File: config.mk
export PLATFORM = sky130hd
export DESIGN_NAME = vec_load_unit
export DESIGN_NICKNAME = d
export VERILOG_FILES = /design/src/rtl/vpu_mem_pkg.sv /design/src/rtl/stream_fifo2.sv /design/src/rtl/vec_load_unit.sv
export SDC_FILE = /design/constraint.sdc
export NUM_CORES = 1
export LEC_CHECK = 0
export ABC_AREA = 1
export CAP_MARGIN = 40
export CORE_UTILIZATION = 30
export CTS_BUF_LIST = sky130_fd_sc_hd__clkbuf_8
export DETAILED_ROUTE_END_ITERATION = 6
export PLACE_DENSITY = 0.59
export REMOVE_ABC_BUFFERS = 1
export SYNTH_ARGS = -nofsm -noshare
export SYNTH_HDL_FRONTEND = slang
export SYNTH_SLANG_ARGS = --single-unit
File: constraint.sdc
create_clock -name clk -period 5.4 [get_ports clk]
set_clock_uncertainty 0.15 [all_clocks]
set_input_delay 0.54 -clock clk [delete_from_list [all_inputs] [get_ports clk]]
set_output_delay 0.54 -clock clk [all_outputs]
set_load 0.05 [all_outputs]
File: src/rtl/vpu_mem_pkg.sv
// Shared types for the vector memory path (load and store engines).
// Latency: n/a (types and constants only).
// Backpressure: n/a.
package vpu_mem_pkg;

  // Output buffer depth. Two entries, together with at most one read in
  // flight, are enough to sustain one element per cycle through a 1-cycle bram.
  localparam int VLOAD_FIFO_DEPTH = 2;
  localparam int VLOAD_CNT_W      = $clog2(VLOAD_FIFO_DEPTH + 1);
  localparam int VLOAD_DATA_WIDTH = 32;

  typedef enum logic [1:0] {
    IDLE,
    ISSUE,
    DRAIN
  } vload_state_e;

  // One buffered element: the bram word plus its end-of-command tag.
  typedef struct packed {
    logic [VLOAD_DATA_WIDTH-1:0] data;
    logic                        last;
  } vload_elem_t;

endpackage

File: src/rtl/stream_fifo2.sv
// 2-entry synchronous FIFO with a registered head entry.
// Latency: a push becomes visible at head_o in the following cycle.
// Backpressure: push while full is dropped unless a pop happens in the same cycle.
// Ports: clk/rst_n; push_i + din_i write; pop_i removes head; head_o current head;
//        count_o occupancy (0..2).
module stream_fifo2
  import vpu_mem_pkg::*;
#(
  parameter int WIDTH = 33
) (
  input  logic                   clk,
  input  logic                   rst_n,
  input  logic                   push_i,
  input  logic [WIDTH-1:0]       din_i,
  input  logic                   pop_i,
  output logic [WIDTH-1:0]       head_o,
  output logic [VLOAD_CNT_W-1:0] count_o
);

  localparam logic [VLOAD_CNT_W-1:0] FULL = VLOAD_CNT_W'(VLOAD_FIFO_DEPTH);

  logic [WIDTH-1:0]       head_q, head_d;
  logic [WIDTH-1:0]       tail_q, tail_d;
  logic [VLOAD_CNT_W-1:0] cnt_q, cnt_d;
  logic                   do_pop, do_push;

  assign do_pop  = pop_i && (cnt_q != '0);
  assign do_push = push_i && ((cnt_q != FULL) || do_pop);

  // Entries shift toward the head so the output is always a plain register.
  always_comb begin
    head_d = head_q;
    tail_d = tail_q;
    cnt_d  = cnt_q;
    case ({do_push, do_pop})
      2'b10: begin
        if (cnt_q == '0) head_d = din_i;
        else             tail_d = din_i;
        cnt_d = cnt_q + 1'b1;
      end
      2'b01: begin
        head_d = tail_q;
        cnt_d  = cnt_q - 1'b1;
      end
      2'b11: begin
        if (cnt_q == VLOAD_CNT_W'(1)) begin
          head_d = din_i;
        end else begin
          head_d = tail_q;
          tail_d = din_i;
        end
      end
      default: ;
    endcase
  end

  always_ff @(posedge clk or negedge rst_n) begin
    if (!rst_n) begin
      head_q <= '0;
      tail_q <= '0;
      cnt_q  <= '0;
    end else begin
      head_q <= head_d;
      tail_q <= tail_d;
      cnt_q  <= cnt_d;
    end
  end

  assign head_o  = head_q;
  assign count_o = cnt_q;

endmodule

File: src/rtl/vec_load_unit.sv
// Strided vector load: reads length words at base + i*stride from one bram port
// and streams them out. Latency: start at edge 0 -> first read cycle 1 -> m_valid cycle 3.
// Backpressure: reads are throttled so buffered + in-flight elements never exceed 2.
// Ports: start/base_addr/stride/length command (sampled in IDLE); busy/done status;
//        bram_en/bram_we/bram_addr/bram_din/bram_dout read port; m_valid/m_ready/m_data/m_last stream.
module vec_load_unit
  import vpu_mem_pkg::*;
#(
  parameter int ADDR_WIDTH = 10,
  parameter int DATA_WIDTH = VLOAD_DATA_WIDTH,
  parameter int LEN_WIDTH  = 11
) (
  input  logic                  clk,
  input  logic                  rst_n,
  input  logic                  start,
  input  logic [ADDR_WIDTH-1:0] base_addr,
  input  logic [ADDR_WIDTH-1:0] stride,
  input  logic [LEN_WIDTH-1:0]  length,
  output logic                  busy,
  output logic                  done,
  output logic                  bram_en,
  output logic                  bram_we,
  output logic [ADDR_WIDTH-1:0] bram_addr,
  output logic [DATA_WIDTH-1:0] bram_din,
  input  logic [DATA_WIDTH-1:0] bram_dout,
  output logic                  m_valid,
  input  logic                  m_ready,
  output logic [DATA_WIDTH-1:0] m_data,
  output logic                  m_last
);

  typedef struct packed {
    logic [DATA_WIDTH-1:0] data;
    logic                  last;
  } elem_t;

  localparam int PW = VLOAD_CNT_W + 1;

  vload_state_e          state_q, state_d;
  logic [ADDR_WIDTH-1:0] addr_q, addr_d;
  logic [ADDR_WIDTH-1:0] stride_q, stride_d;
  logic [LEN_WIDTH-1:0]  remain_q, remain_d;
  logic                  inflight_q, inflight_d;
  logic                  infl_last_q, infl_last_d;
  logic                  done_q, done_d;

  logic                   issue;
  logic                   pop;
  logic [VLOAD_CNT_W-1:0] fifo_cnt;
  logic [PW-1:0]          pending;
  elem_t                  push_elem;
  elem_t                  head_elem;

  assign pop     = m_valid && m_ready;
  assign pending = {1'b0, fifo_cnt} + PW'(inflight_q);

  // A read may go out when a slot is free now, or when the only full slot
  // is being vacated by a downstream accept this same cycle.
  assign issue = (state_q == ISSUE) &&
                 ((pending < PW'(VLOAD_FIFO_DEPTH)) ||
                  ((pending == PW'(VLOAD_FIFO_DEPTH)) && pop));

  always_comb begin
    state_d     = state_q;
    addr_d      = addr_q;
    stride_d    = stride_q;
    remain_d    = remain_q;
    done_d      = 1'b0;
    inflight_d  = issue;
    // The last tag rides with the read so it lands in the FIFO with its data.
    infl_last_d = issue && (remain_q == LEN_WIDTH'(1));
    case (state_q)
      IDLE: begin
        if (start) begin
          if (length != '0) begin
            state_d  = ISSUE;
            addr_d   = base_addr;
            stride_d = stride;
            remain_d = length;
          end else begin
            done_d = 1'b1;
          end
        end
      end
      ISSUE: begin
        if (issue) begin
          addr_d   = addr_q + stride_q;
          remain_d = remain_q - 1'b1;
          if (remain_q == LEN_WIDTH'(1)) state_d = DRAIN;
        end
      end
      DRAIN: begin
        if (pop && head_elem.last) begin
          state_d = IDLE;
          done_d  = 1'b1;
        end
      end
      default: state_d = IDLE;
    endcase
  end

  always_ff @(posedge clk or negedge rst_n) begin
    if (!rst_n) begin
      state_q     <= IDLE;
      addr_q      <= '0;
      stride_q    <= '0;
      remain_q    <= '0;
      inflight_q  <= 1'b0;
      infl_last_q <= 1'b0;
      done_q      <= 1'b0;
    end else begin
      state_q     <= state_d;
      addr_q      <= addr_d;
      stride_q    <= stride_d;
      remain_q    <= remain_d;
      inflight_q  <= inflight_d;
      infl_last_q <= infl_last_d;
      done_q      <= done_d;
    end
  end

  // bram_dout is valid the cycle after the read; capture it then.
  assign push_elem = '{data: bram_dout, last: infl_last_q};

  stream_fifo2 #(
    .WIDTH($bits(elem_t))
  ) u_fifo (
    .clk    (clk),
    .rst_n  (rst_n),
    .push_i (inflight_q),
    .din_i  (push_elem),
    .pop_i  (pop),
    .head_o (head_elem),
    .count_o(fifo_cnt)
  );

  assign busy      = (state_q != IDLE);
  assign done      = done_q;
  assign bram_en   = issue;
  assign bram_we   = 1'b0;
  assign bram_addr = addr_q;
  assign bram_din  = '0;
  assign m_valid   = (fifo_cnt != '0);
  assign m_data    = head_elem.data;
  assign m_last    = head_elem.last;

endmodule

==> results of run 1 <==
-- critical path, stage by stage, from the launching register on --
cell	delay (ns)
dfrtp_1	0.40
inv_1	0.09
nand2_1	0.49
inv_1	0.76
nand2_1	0.18
inv_1	0.10
clkdlybuf4s50_1	0.84
-- metrics by stage --
stage / hold slack (ns) / utilization [%]
5_1_grt: 0.358 / 37.9
2_1_floorplan: 0.0944 / -
6_report: 0.338 / 37.9
4_1_cts: 0.342 / 37.9
3_5_place_dp: 0.315 / 36.9
3_3_place_gp: 0.314 / 36.8
-- power groups by stage --
| stage | registers [mW] | clock network, mW | logic, mW |
|---|---|---|---|
| 2_1_floorplan | 1.95 | 0 | 1.57 |
| 3_3_place_gp | 1.43 | 0 | 2.92 |
| 3_5_place_dp | 1.44 | 0 | 2.96 |
| 4_1_cts | 1.42 | 0.494 | 2.98 |
| 5_1_grt | 1.47 | 0.523 | 3.26 |
| 6_report | 1.42 | 0.472 | 2.93 |
-- cell families (layout without fill, tap and decap cells) --
logic type	after synthesis	after routing	share of synthesized area [%]
and+or+nand+nor	351	351	25.4
buffers and inverters	138	209	12.6
DFF	104	104	45.4
AOI/OAI and AO/OA	100	100	10.8
adders and majority gates	18	18	4.06
xor gates and xnor gates	7	7	1.07
muxes	4	4	0.698
other	1	33	0.0654
-- repair_timing --
action,4_1_cts,5_1_grt
hold buffers,1,0
setup endpoints to repair,0,0
buffers inserted,0,0
hold endpoints to repair,28,0
-- worst min-delay path by stage --
stage / from / end / slack [ns] / cells after the start
after floorplan: rst_n / bram_addr[0] / 0.09 / 0
after global placement: stride_q[0] / stride_q[0] / 0.31 / 2
after detailed placement: stride_q[2] / stride_q[2] / 0.32 / 2
after CTS: stride_q[2] / stride_q[2] / 0.34 / 2
after global routing: stride_q[2] / stride_q[2] / 0.36 / 2
final: stride_q[2] / stride_q[2] / 0.34 / 2
-- flip-flops by register name, indices dropped and copies added, names as in the netlist --
register / flops
u_fifo.head_o: 33
u_fifo.tail_q: 33
remain_q: 11
bram_addr: 10
stride_q: 10
state_q: 2
u_fifo.count_o: 2
done: 1
infl_last_q: 1
inflight_q: 1
-- placed cells by master, fill, tap and decap left out, drive strengths merged, types with 3 or more instances in the layout --
cell type      count
dfrtp            104
nor2              65
nand3b             3
inv               75
xor2               4
a31oi             33
xnor2              3
buf                9
clkdlybuf4s50    112
clkbuf             9
nand3             68
ha                17
conb              33
nand2            206
nand4              5
o21ai             56
mux2i              4
a21oi              6
-- layout make-up --
type / count / area [um^2]
fill: 1919 / 11600
sequential: 104 / 2600
multi-input combinational: 513 / 2540
timing repair buffer: 122 / 1210
tap: 234 / 293
inverter: 71 / 267
clock buffer: 9 / 124
clock inverter: 7 / 53.8
-- metal layers --
metal  track usage, %  wire length, um  share of wire [%]
met1             20.1             6780                 49
met2             22.9             6320                 46
met3             2.26              545                3.9
met4             5.73              228                1.6
met5                0                0                  0
==> impl_metrics.sql, run 1 <==
INSERT INTO impl_metrics (metric_group, metric, value, unit) VALUES
('cells_and_area', 'nNetsFinal', '906', ''),
('cells_and_area', 'stdcell_count', '1060', ''),
('cts', 'cts-root-to-sink-buffers', '2', ''),
('floorplanning', 'std_cell_rows', '50', ''),
('floorplanning', 'number_of_top_level_pins', '147', ''),
('setup_path', 'timing.critical_path.to_type', 'output pin', ''),
('power', 'p_sw_share', '51.9', '%'),
('setup_path', 'worst-r2r-setup-slack', '2.20', 'ns'),
('logic_synthesis', 'yosys_reg_bits', '104', ''),
('routing', 'routed_length_per_instance', '13.1', 'um'),
('logic_synthesis', 'yosysWarningCount', '0', ''),
('setup_path', 'cp_max_fo', '21', ''),
('logic_synthesis', 'most_used_flip_flop_cell_after_synthesis', 'dfrtp_1', ''),
('global_routing', 'number_of_antenna_violations_at_the_first_check_in_global_routing', '0', ''),
('logic_synthesis', 'yosys-top-cells-count', '204 x nand2_1, 104 x dfrtp_1, 69 x inv_1', ''),
('sta', 'layout_min_cycle_time', '3.94', 'ns'),
('cts', 'cts_sink_count', '104', ''),
('setup_path', 'setup.worst_path.start', 'state_q[1]', ''),
('logic_synthesis', 'post_synth.cell_area_avg', '7.94', 'um^2'),
('setup_path', 'critPathKind', 'reg2out', ''),
('cts', 'clkTransAtPathRegs', '0.11', 'ns'),
('power', 'share_seq_of_total_power', '29.4', '%'),
('power', 'cellLeakagePower', '3.43', 'nW'),
('logic_synthesis', 'ys_seq_area_share', '45.4', '%'),
('logic_synthesis', 'yosysTopAreaCell', 'dfrtp_1', ''),
('sta', 'timing.setup.tns', '0', 'ns'),
('power', 'power_frac_clock', '9.8', '%'),
('setup_path', 'timing.rr.end', 'remain_q[7]', ''),
('global_routing', 'grt_pass1_vias', '4365', ''),
('setup_path', 'critical_path.endpoint', 'bram_en', ''),
('sta', 'max-slew-margin-rel', '45.3', '%'),
('placement', 'post-place-ws', '1.87', 'ns'),
('power', 'ir_drop', '256', 'uV'),
('setup_path', 'critPathArrivalTime', '3.25', 'ns'),
('logic_synthesis', 'synth_edf_count', '0', ''),
('logic_synthesis', 'synthesis.area', '5740', 'um^2'),
('routing', 'postRouteWirelength', '13.9', 'mm'),
('setup_path', 'worst_r2r_start', 'state_q[1]', ''),
('placement', 'post-dp-hpwl', '9.65', 'mm'),
('routing', 'remaining_routing_drc_violations', '0', ''),
('cts', 'tritoncts', 'done', ''),
('sta', 'timing.final.hold_violations', '0', ''),
('routing', 'number_of_drc_markers_in_iteration_0', '338', ''),
('outcome', 'run_status', 'finished, final reports clean', ''),
('cts', 'cts_resized', '0', ''),
('floorplanning', 'fp.dieW', '140', 'um'),
('power', 'fin_total_pwr', '4.83', 'mW'),
('cts', 'cts_max_level', '3', ''),
('cells_and_area', 'antenna-diode-count', '0', ''),
('logic_synthesis', 'synth_cell_types', '35', ''),
('global_routing', 'first_pass_grt_wire_length', '22.5', 'mm'),
('power', 'power_density_of_the_placed_cells', '680', 'nW/um^2'),
('setup_path', 'cp_data_required_time', '4.71', 'ns'),
('cts', 'clock_latency_late_sink', '0.39', 'ns'),
('hold_path', 'hold_path.class', 'reg2reg', ''),
('sta', 'report.final.setup_viol', '0', ''),
('sta', 'fmax', '254', 'MHz'),
('logic_synthesis', 'async_s_r_ff_share_synth', '100', '%'),
('logic_synthesis', 'netlist_top_cells_area', 'dfrtp_1 45%, nand2_1 13%, nand3_1 5.8%, buf_4 5.0%, inv_1 4.5%', ''),
('routing', 'vias', '4748', ''),
('sta', 'slew_at_the_pin_closest_to_its_max_slew_limit', '0.818', 'ns'),
('routing', 'detailedRoute.firstPassIterationCount', '5', ''),
('cells_and_area', 'layout-drive-gt1-share', '6.30', '%'),
('placement', 'globalplace.congestion', '0.757', ''),
('sta', 'period_share', '73.0', '%'),
('power', 'total_switching_power', '2.51', 'mW'),
('sta', 'grt_setup_unrepaired', 'false', ''),
('cells_and_area', 'final_area', '7090', 'um^2'),
('global_routing', 'grt_usage', '14.6', '%'),
('floorplanning', 'core_area', '18700', 'um^2'),
('global_routing', 'pin_count_of_the_biggest_net_entering_global_routing', '67', '');
Power figures use the tool's default switching activity.
==> run 2: changes to the inputs <==
==> constraint.sdc (replaced) <==
create_clock -name clk -period 3.9 [get_ports clk]
set_clock_uncertainty 0.15 [all_clocks]
set_input_delay 0.39 -clock clk [delete_from_list [all_inputs] [get_ports clk]]
set_output_delay 0.39 -clock clk [all_outputs]
set_load 0.05 [all_outputs]
==> run 2 against run 1 <==
Against the previous run: non-clock buffer count grew 4; sequential power increased by 39%; setup slack got worse by 0.64 ns; combinational power is 40% higher; wire length about the same; total power increased by 38%; sequential share of layout area down 0.18 points; cell count is 0.28% higher; via count grew 0.95%; first-iteration DRC count decreased by 21%; final area increased by 0.49%; register-to-register slack got worse by 0.88 ns.
==> impl_metrics.sql, run 2 (synthesized netlist as in run 1, its figures left out) <==
INSERT INTO impl_metrics (metric_group, metric, value, unit) VALUES
('outcome', 'run_status', 'finished, final reports clean', ''),
('hold_path', 'min_delay_worst_endpoint', 'u_fifo.tail_q[2]', ''),
('cts', 'tritoncts', 'done', ''),
('hold_path', 'hold_start', 'u_fifo.tail_q[2]', ''),
('sta', 'fmax', '325', 'MHz'),
('placement', 'number_of_buffer_cells_added_on_primary_ports', '113', ''),
('cts', 'root_buffer', 'clkbuf_8', ''),
('cts', 'clock_latency_late_sink', '0.38', 'ns'),
('global_routing', 'first_pass_grt_wire_length', '22.9', 'mm'),
('placement', 'post-dp-hpwl', '9.80', 'mm'),
('cts', 'number_of_buffers_created_by_cts', '9', ''),
('sta', 'report.final.setup_viol', '0', ''),
('sta', 'layout_min_cycle_time', '3.08', 'ns'),
('routing', 'routed_length_per_instance', '13.0', 'um'),
('cts', 'cts_sink_count', '104', ''),
('cells_and_area', 'antenna-diode-count', '0', ''),
('global_routing', 'pin_count_of_the_biggest_net_entering_global_routing', '62', ''),
('setup_path', 'critPathKind', 'reg2out', ''),
('setup_path', 'timing.critical_path.to_type', 'output pin', ''),
('global_routing', 'number_of_antenna_violations_at_the_first_check_in_global_routing', '0', ''),
('routing', 'postRouteWirelength', '13.9', 'mm'),
('floorplanning', 'number_of_top_level_pins', '147', ''),
('routing', 'post_detailed_route_count_of_antenna_violating_nets', '0', ''),
('routing', 'detailedRoute.firstPassIterationCount', '4', ''),
('floorplanning', 'initial_core_util', '30.7', '%'),
('setup_path', 'worst-r2r-setup-slack', '1.32', 'ns'),
('hold_path', 'hold_path.class', 'reg2reg', ''),
('cells_and_area', 'nNetsFinal', '910', ''),
('setup_path', 'cp_slowest_stage_delay', '0.84', 'ns'),
('floorplanning', 'fp.dieW', '140', 'um'),
('setup_path', 'cp_max_fo', '4', ''),
('cells_and_area', 'layout-drive-gt1-share', '6.51', '%'),
('cells_and_area', 'layout_common_cells', '203 x nand2_1, 112 x clkdlybuf4s50_1, 104 x dfrtp_1, 71 x inv_1, 67 x nand3_1', ''),
('sta', 'drv_slew', '0', ''),
('cells_and_area', 'synthToLayoutAreaGrowth', '24.2', '%'),
('floorplanning', 'core_area', '18700', 'um^2'),
('floorplanning', 'die_area', '19700', 'um^2'),
('sta', 'period_share', '79.0', '%'),
('sta', 'timing.final.hold_violations', '0', ''),
('routing', 'remaining_routing_drc_violations', '0', ''),
('setup_path', 'worstRegToRegCells', '10', ''),
('placement', 'placed_instance_area', '6960', 'um^2'),
('cells_and_area', 'final_common_cell', 'nand2_1', ''),
('routing', 'post_drt_via_cell_ratio', '4.51', ''),
('global_routing', 'grt_pass1_vias', '4569', ''),
('sta', 'grt_setup_unrepaired', 'false', ''),
('power', 'power_density_of_the_placed_cells', '937', 'nW/um^2'),
('sta', 'slew_at_the_pin_closest_to_its_max_slew_limit', '0.618', 'ns'),
('hold_path', 'worstHoldPathCells', '2', ''),
('setup_path', 'crit_chain', 'ha_1, inv_1, ha_1, inv_1, nor2_1, nand3b_1, nand2_1, nand2_1, inv_1, clkdlybuf4s50_1', ''),
('floorplanning', 'die_h', '140', 'um'),
('setup_path', 'timing.rr.end', 'u_fifo.tail_q[4]', ''),
('setup_path', 'critPathLaunchType', 'register', ''),
('placement', 'globalplace.congestion', '0.783', ''),
('sta', 'timing.setup.tns', '0', 'ns'),
('setup_path', 'critPathArrivalTime', '2.54', 'ns'),
('sta', 'max-slew-margin-rel', '58.7', '%'),
('global_routing', 'grt_overflow_total', '0', ''),
('floorplanning', 'std_cell_rows', '50', ''),
('setup_path', 'worst_r2r_start', 'u_fifo.count_o[0]', ''),
('power', 'ir_drop', '367', 'uV'),
('setup_path', 'path_common_cell', 'inv_1', ''),
('routing', 'vias', '4793', ''),
('flow_run', 'cap_viol_max_count', '0', ''),
('cells_and_area', 'final_area', '7130', 'um^2'),
('setup_path', 'cp_data_required_time', '3.36', 'ns'),
('power', 'cellLeakagePower', '3.45', 'nW'),
('routing', 'number_of_drc_markers_in_iteration_0', '267', ''),
('cts', 'post-cts-setup-buffer-count', '0', ''),
('cts', 'cts_resized', '0', ''),
('cts', 'cts-root-to-sink-buffers', '2', ''),
('cts', 'clkTransAtPathRegs', '0.10', 'ns'),
('setup_path', 'critPathSlowestCell', 'clkdlybuf4s50_1', ''),
('cts', 'cts_max_level', '3', ''),
('cts', 'cts.hold.buffers_added', '1', ''),
('global_routing', 'grt_usage', '14.8', '%');
run 2: changes by cell type in the layout (fill, tap and decap cells not counted):
cell,delta
buf_16,+1
buf_4,+3
clkinv_2,-1
clkinv_4,-1
clkinvlp_4,+2
inv_1,+1
inv_6,-1
inv_8,-1
run 2: metrics by stage:
| step | cells | setup slack [ns] | hold WS [ns] | power [mW] | util (%) |
|---|---|---|---|---|---|
| 4_1_cts | 1063 | 0.759 | 0.342 | 6.77 | 38.1 |
| 6_report | 1063 | 0.819 | 0.342 | 6.68 | 38.1 |
| 5_1_grt | 1063 | 0.601 | 0.362 | 7.28 | 38.1 |
| 2_1_floorplan | 688 | 0.799 | -0.0556 | 4.86 | - |
| 3_5_place_dp | 1047 | 1.16 | 0.265 | 6.12 | 37.2 |
| 3_3_place_gp | 1046 | 1.17 | 0.314 | 6.07 | 37.0 |
run 2: layer usage:
| metal | vias to the layer above | GRT usage [%] | wire length (um) |
|---|---|---|---|
| met2 | 104 | 23.6 | 6360 |
| met5 | - | 0 | 0 |
| met1 | 2214 | 20.1 | 6730 |
| met3 | 12 | 2.22 | 545 |
| li1 | 2463 | - | - |
| met4 | 0 | 6.25 | 240 |
run 2: where the power goes:
part	switching (mW)	internal, mW	total [mW]
registers	0.346	1.62	1.97
clock network	0.387	0.227	0.614
logic	2.71	1.38	4.09
run 2: worst max-delay path, delay by kind of cell, from the launching register on:
kind,cells,cell delay [ns]
and+or+nand+nor,4,0.32
DFF,1,0.41
buffers and inverters,4,0.99
adders and majority gates,2,0.44
run 2: worst max-delay path by stage:
stage                      startpoint           endpoint  slack [ns]  cells past startpoint
floorplan           u_fifo.count_o[0]  u_fifo.tail_q[32]        0.80                      7
global placement              m_ready   u_fifo.tail_q[3]        1.17                     10
detailed placement            m_ready   u_fifo.tail_q[4]        1.16                     10
CTS                 u_fifo.count_o[0]            bram_en        0.76                     10
global route        u_fifo.count_o[0]            bram_en        0.60                     10
finish              u_fifo.count_o[0]            bram_en        0.82                     10
run 2: cell type report:
cell class | count | area [um^2]
tap | 234 | 293
multi-input combinational | 513 | 2540
fill | 1952 | 11600
clock buffer | 9 | 124
inverter | 71 | 267
clock inverter | 6 | 38.8
timing repair buffer | 126 | 1260
sequential | 104 | 2600
==> RTL change 1 (settings of run 2) <==
Encoding of `vload_state_e`: now one-hot (3 bits for 3 states).
--- a/src/rtl/vpu_mem_pkg.sv
+++ b/src/rtl/vpu_mem_pkg.sv
@@ -9,10 +9,10 @@
   localparam int VLOAD_CNT_W      = $clog2(VLOAD_FIFO_DEPTH + 1);
   localparam int VLOAD_DATA_WIDTH = 32;
 
-  typedef enum logic [1:0] {
-    IDLE,
-    ISSUE,
-    DRAIN
+  typedef enum logic [2:0] {
+    IDLE  = 3'b001,
+    ISSUE = 3'b010,
+    DRAIN = 3'b100
   } vload_state_e;
 
   // One buffered element: the bram word plus its end-of-command tag.
Check against the original RTL: no difference found for any inputs over 4 cycles, from zero or initial values and one cycle with rst_n low; so few cycles prove little.
==> RTL change 1 against run 2 <==
  * Cell area up 1.3%
  * Synthesized cell count is 4.4% higher
  * Total power is 5.1% lower
  * Wire length rose by 3.8%
  * Sequential cell count increased by 1
  * Largest cell class unchanged
  * Setup slack got worse by 82 ps
  * Via count is 2.7% higher
  * Register-to-register slack worse by 190 ps
  * Area after synthesis rose by 1.2%
==> RTL change 1: results (changes against run 2) <==
[metrics] Net Sw Power: 0.00324 W (was 0.00344 W)
[metrics] worst path arrival time: 2620 ps (was 2540 ps)
[metrics] most common library cells after synthesis: sky130_fd_sc_hd__nand2_1, sky130_fd_sc_hd__dfrtp_1, sky130_fd_sc_hd__inv_1 (unchanged)
[metrics] Synth cell types: 36 (was 35)
[metrics] Via density: 4.40 (was 4.51)
[metrics] weighted congestion reported at the end of routability-driven placement: 0.797 (was 0.783)
[metrics] Synth area leaders: sky130_fd_sc_hd__dfrtp_1, sky130_fd_sc_hd__nand2_1, sky130_fd_sc_hd__inv_1, sky130_fd_sc_hd__nand3_1, sky130_fd_sc_hd__buf_4 (was sky130_fd_sc_hd__dfrtp_1, sky130_fd_sc_hd__nand2_1, sky130_fd_sc_hd__nand3_1, sky130_fd_sc_hd__buf_4, sky130_fd_sc_hd__inv_1)
[metrics] total instance count after detailed placement: 1101 (was 1047)
[metrics] portion of the post-synthesis area used by sequential elements: 45.3% (was 45.4%)
[metrics] placed inst area: 7030 µm² (was 6960 µm²)
[metrics] peak supply drop: 0.522 mV (was 0.367 mV)
[metrics] filler instances: 1951 (was 1952)
[metrics] proportion of layout cells with a drive suffix above 1: 5.83% (was 6.51%)
[metrics] wire length on met1: 7.00 mm (was 6.73 mm)
[metrics] worst setup timing slack at the placement stage: 954 ps (was 1160 ps)
[metrics] global-route usage over all layers: 15.1% (was 14.8%)
[metrics] total leakage power: 3.56 nW (was 3.45 nW)
[metrics] initial DRC count: 280 (was 267)
[metrics] number of global-route vias before repair: 4716 (was 4569)
[metrics] status: completed (unchanged)
[metrics] detailed-routed wire length on met2: 6.34 mm (was 6.36 mm)
[metrics] final net count: 938 (was 910)
[metrics] count of vias placed by the detailed router: 4922 (was 4793)
[metrics] synthesized area divided by synthesized cell count: 7.69 µm² (was 7.94 µm²)
[metrics] HPWL after detailed placement: 9.95 mm (was 9.80 mm)
[metrics] Max-Slew Margin vs Limit: 45.9% (was 58.7%)
[metrics] maximum number of pins on one net before global-route repair: 55 (was 62)
## RTL change 1: changes by cell type after synthesis, sizes merged, moves of 3 or more
cell | before | now
nor2 | 65 | 56
nand4 | 5 | 1
inv | 71 | 89
buf | 56 | 53
mux2i | 4 | 0
nand2 | 206 | 238
## RTL change 1: worst paths after layout
| kind | depth (start not counted) | slack [ps] | endpoint | startpoint |
|---|---|---|---|---|
| worst max-delay path | 8 | 740 | bram_en | u_fifo.count_o[0] |
| worst min-delay path | 2 | 330 | state_q[0] | state_q[0] |
| worst max register to register | 9 | 1130 | u_fifo.tail_q[9] | u_fifo.count_o[0] |
| worst min register to register | 2 | 330 | state_q[0] | state_q[0] |
| max in group asynchronous | 3 | 2430 | remain_q[8] | rst_n |
| min in group asynchronous | 2 | 430 | u_fifo.head_o[28] | rst_n |
## RTL change 1: repair_timing
item	in CTS	in global routing
hold buffers	1	0
gates resized for setup	0	0
hold endpoints to repair	52	0
setup buffers	0	0
## RTL change 1: power by group through the flow
| stage | Sequential (W) | Combinational [W] | Clock, W |
|---|---|---|---|
| floorplan | 0.00270 | 0.00187 | 0 |
| global placement | 0.00201 | 0.00368 | 0 |
| detailed placement | 0.00200 | 0.00372 | 0 |
| CTS | 0.00199 | 0.00373 | 0.000692 |
| global route | 0.00206 | 0.00410 | 0.000727 |
| finish | 0.00199 | 0.00369 | 0.000656 |
## RTL change 1: tightest hold or removal path, delay by kind of cell, from the launching register on
| family | cells | cell delay (ps) |
|---|---|---|
| flip-flops | 1 | 390 |
| AND/OR/NAND/NOR | 2 | 100 |
## RTL change 1: cells by family (layout without fill, tap and decap cells)
| family | after synthesis | count (layout) | share of synthesized area [%] |
|---|---|---|---|
| and+or+nand+nor | 372 | 372 | 26.9 |
| buffers and inverters | 155 | 226 | 13.2 |
| DFF | 105 | 105 | 45.3 |
| AOI/OAI and AO/OA | 99 | 99 | 9.84 |
| adders and majority gates | 18 | 18 | 4.01 |
| xor gates and xnor gates | 5 | 5 | 0.754 |
| other | 1 | 33 | 0.0646 |
## RTL change 1: final cells by class
| type | instances | area (µm²) | area share, % |
|---|---|---|---|
| timing repair buffer | 121 | 1200 | 16.7 |
| multi-input combinational | 527 | 2550 | 35.3 |
| inverter | 89 | 337 | 4.66 |
| tap | 260 | 325 | 4.50 |
| clock inverter | 6 | 41.3 | 0.572 |
| sequential | 105 | 2630 | 36.4 |
| clock buffer | 10 | 138 | 1.91 |
## RTL change 1: layer usage
metal | track usage, % | vias up
met5 | 0 | -
met4 | 2.57 | 0
met3 | 4.62 | 7
met2 | 23.8 | 147
met1 | 20.6 | 2251
li1 | - | 2517
==> RTL change 2 (settings of run 2) <==
Made on the original files. Change the package constant `VLOAD_FIFO_DEPTH` from 2 to 4.
--- a/src/rtl/vpu_mem_pkg.sv
+++ b/src/rtl/vpu_mem_pkg.sv
@@ -5,7 +5,7 @@
 
   // Output buffer depth. Two entries, together with at most one read in
   // flight, are enough to sustain one element per cycle through a 1-cycle bram.
-  localparam int VLOAD_FIFO_DEPTH = 2;
+  localparam int VLOAD_FIFO_DEPTH = 4;
   localparam int VLOAD_CNT_W      = $clog2(VLOAD_FIFO_DEPTH + 1);
   localparam int VLOAD_DATA_WIDTH = 32;
 
Check against the original RTL: not equivalent (Yosys sat finds a counterexample within 4 cycles, from zero or initial values and one cycle with rst_n low).
==> RTL change 2 against run 2 <==
  * Cell area fell by 0.28%
  * Wire length rose by 0.74%
  * Area after synthesis rose by 0.31%
  * Total power rose by 0.66%
  * Synthesized cell count fell by 2.9%
  * Setup slack got worse by 140 ps
  * Sequential cell count rose by 1
  * Sequential share of layout area rose by 0.45 points
  * Via count rose by 0.46%
  * Critical path type unchanged
  * Critical endpoint unchanged
  * Largest power group unchanged
  * Highest routed layer unchanged
==> RTL change 2: results (changes against run 2) <==
[metrics] initial DRC count: 337 (was 267)
[metrics] weighted congestion reported at the end of routability-driven placement: 0.815 (was 0.783)
[metrics] most common library cells after synthesis: sky130_fd_sc_hd__nand2_1, sky130_fd_sc_hd__dfrtp_1, sky130_fd_sc_hd__nand3_1 (was sky130_fd_sc_hd__nand2_1, sky130_fd_sc_hd__dfrtp_1, sky130_fd_sc_hd__inv_1)
[metrics] number of global-route vias before repair: 4331 (was 4569)
[metrics] peak per-stage delay on the critical path: 840 ps (about the same)
[metrics] synthesized-area fraction occupied by ao, oa, aoi and oai cells: 12.0% (was 10.8%)
[metrics] grt met1 use: 20.9% (was 20.1%)
[metrics] HPWL after detailed placement: 9.61 mm (was 9.80 mm)
[metrics] portion of the post-synthesis area used by sequential elements: 45.7% (was 45.4%)
[metrics] first-pass GRT wire length: 22.9 mm (about the same)
[metrics] final net count: 886 (was 910)
[metrics] Detail Route met3 WL: 488 µm (was 545 µm)
[metrics] area share of fa/ha/maj cells after synthesis: 4.04% (was 4.06%)
[metrics] Max-Slew Margin vs Limit: 46.1% (was 58.7%)
[metrics] met2 track demand over resource: 22.6% (was 23.6%)
[metrics] wire length on met1: 6.83 mm (was 6.73 mm)
[metrics] total leakage power: 3.38 nW (was 3.45 nW)
[metrics] cts bufs inserted: 9 (unchanged)
[metrics] Via density: 4.63 (was 4.51)
[metrics] number of enable flip-flop cells after synthesis: 0 (unchanged)
[metrics] multiplexer share of the synthesized area: 0.696% (was 0.698%)
[metrics] met3 routing resource usage after global routing: 2.19% (was 2.22%)
[metrics] filler instances: 1892 (was 1952)
[metrics] placed inst area: 6910 µm² (was 6960 µm²)
[metrics] Skew-Pair Late Insertion Delay: 380 ps (about the same)
[metrics] proportion of layout cells with a drive suffix above 1: 5.21% (was 6.51%)
[metrics] Synth cell types: 37 (was 35)
[metrics] Synth area leaders: sky130_fd_sc_hd__dfrtp_1, sky130_fd_sc_hd__nand2_1, sky130_fd_sc_hd__nand3_1, sky130_fd_sc_hd__inv_1, sky130_fd_sc_hd__o21ai_0 (was sky130_fd_sc_hd__dfrtp_1, sky130_fd_sc_hd__nand2_1, sky130_fd_sc_hd__nand3_1, sky130_fd_sc_hd__buf_4, sky130_fd_sc_hd__inv_1)
[metrics] peak supply drop: 0.370 mV (was 0.367 mV)
[metrics] status: completed (unchanged)
[metrics] detailed-routed wire length on met2: 6.42 mm (was 6.36 mm)
[metrics] worst path arrival time: 2690 ps (was 2540 ps)
[metrics] global-route usage over all layers: 14.8% (about the same)
[metrics] maximum number of pins on one net before global-route repair: 67 (was 62)
[metrics] antenna diode count: 0 (unchanged)
[metrics] drt total wl: 14.0 mm (was 13.9 mm)
[RTL change 2: report_power, final]
group	internal (W)	switching, W	total, W	leakage, nW
clock	0.000253	0.000443	0.000696	0.101
sequential	0.00163	0.000309	0.00194	1.29
combinational	0.00136	0.00273	0.00409	1.99
total	0.00324	0.00348	0.00672	3.38
[RTL change 2: area by class of cell]
cell class,count,area [µm²],area share [%]
Timing Repair Buffer,120,1200,16.8
Inverter,87,329,4.63
Clock buffer,9,124,1.74
Multi-Input combinational cell,478,2470,34.8
Sequential cell,105,2630,37.0
Tap cell,234,293,4.12
Clock inverter,7,67.6,0.951
[RTL change 2: logic make-up (layout without fill, tap and decap cells)]
group | after synthesis | count (layout)
AO/OA/AOI/OAI | 115 | 115
XOR/XNOR | 5 | 5
adder cells (fa/ha/maj) | 18 | 18
buffers and inverters | 151 | 223
flip-flops | 105 | 105
multiplexers | 4 | 4
other | 1 | 33
AND/OR/NAND/NOR | 303 | 303
[RTL change 2: stage by stage]
step	setup slack, ps	instances	hold slack [ps]
2_1_floorplan	1270	670	-55.6
3_3_place_gp	1150	1023	328
3_5_place_dp	1080	1023	332
4_1_cts	625	1040	361
5_1_grt	490	1040	380
6_report	674	1040	356
[RTL change 2: path summary, 6_finish.rpt]
check	to	cells past startpoint	startpoint	slack [ps]
hold / removal	u_fifo.tail_q[0]	2	infl_last_q	360
hold reg to reg	u_fifo.tail_q[0]	2	infl_last_q	360
max in group asynchronous	u_fifo.head_o[27]	3	rst_n	2410
setup / recovery	bram_en	8	inflight_q	670
setup reg to reg	u_fifo.tail_q[25]	8	u_fifo.count_o[0]	1270
min in group asynchronous	u_fifo.tail_q[23]	2	rst_n	430
[RTL change 2: timing repair]
action | in CTS | in global routing
hold buffers | 1 | 0
endpoints found under the hold margin | 54 | 0
resized for setup | 0 | 0
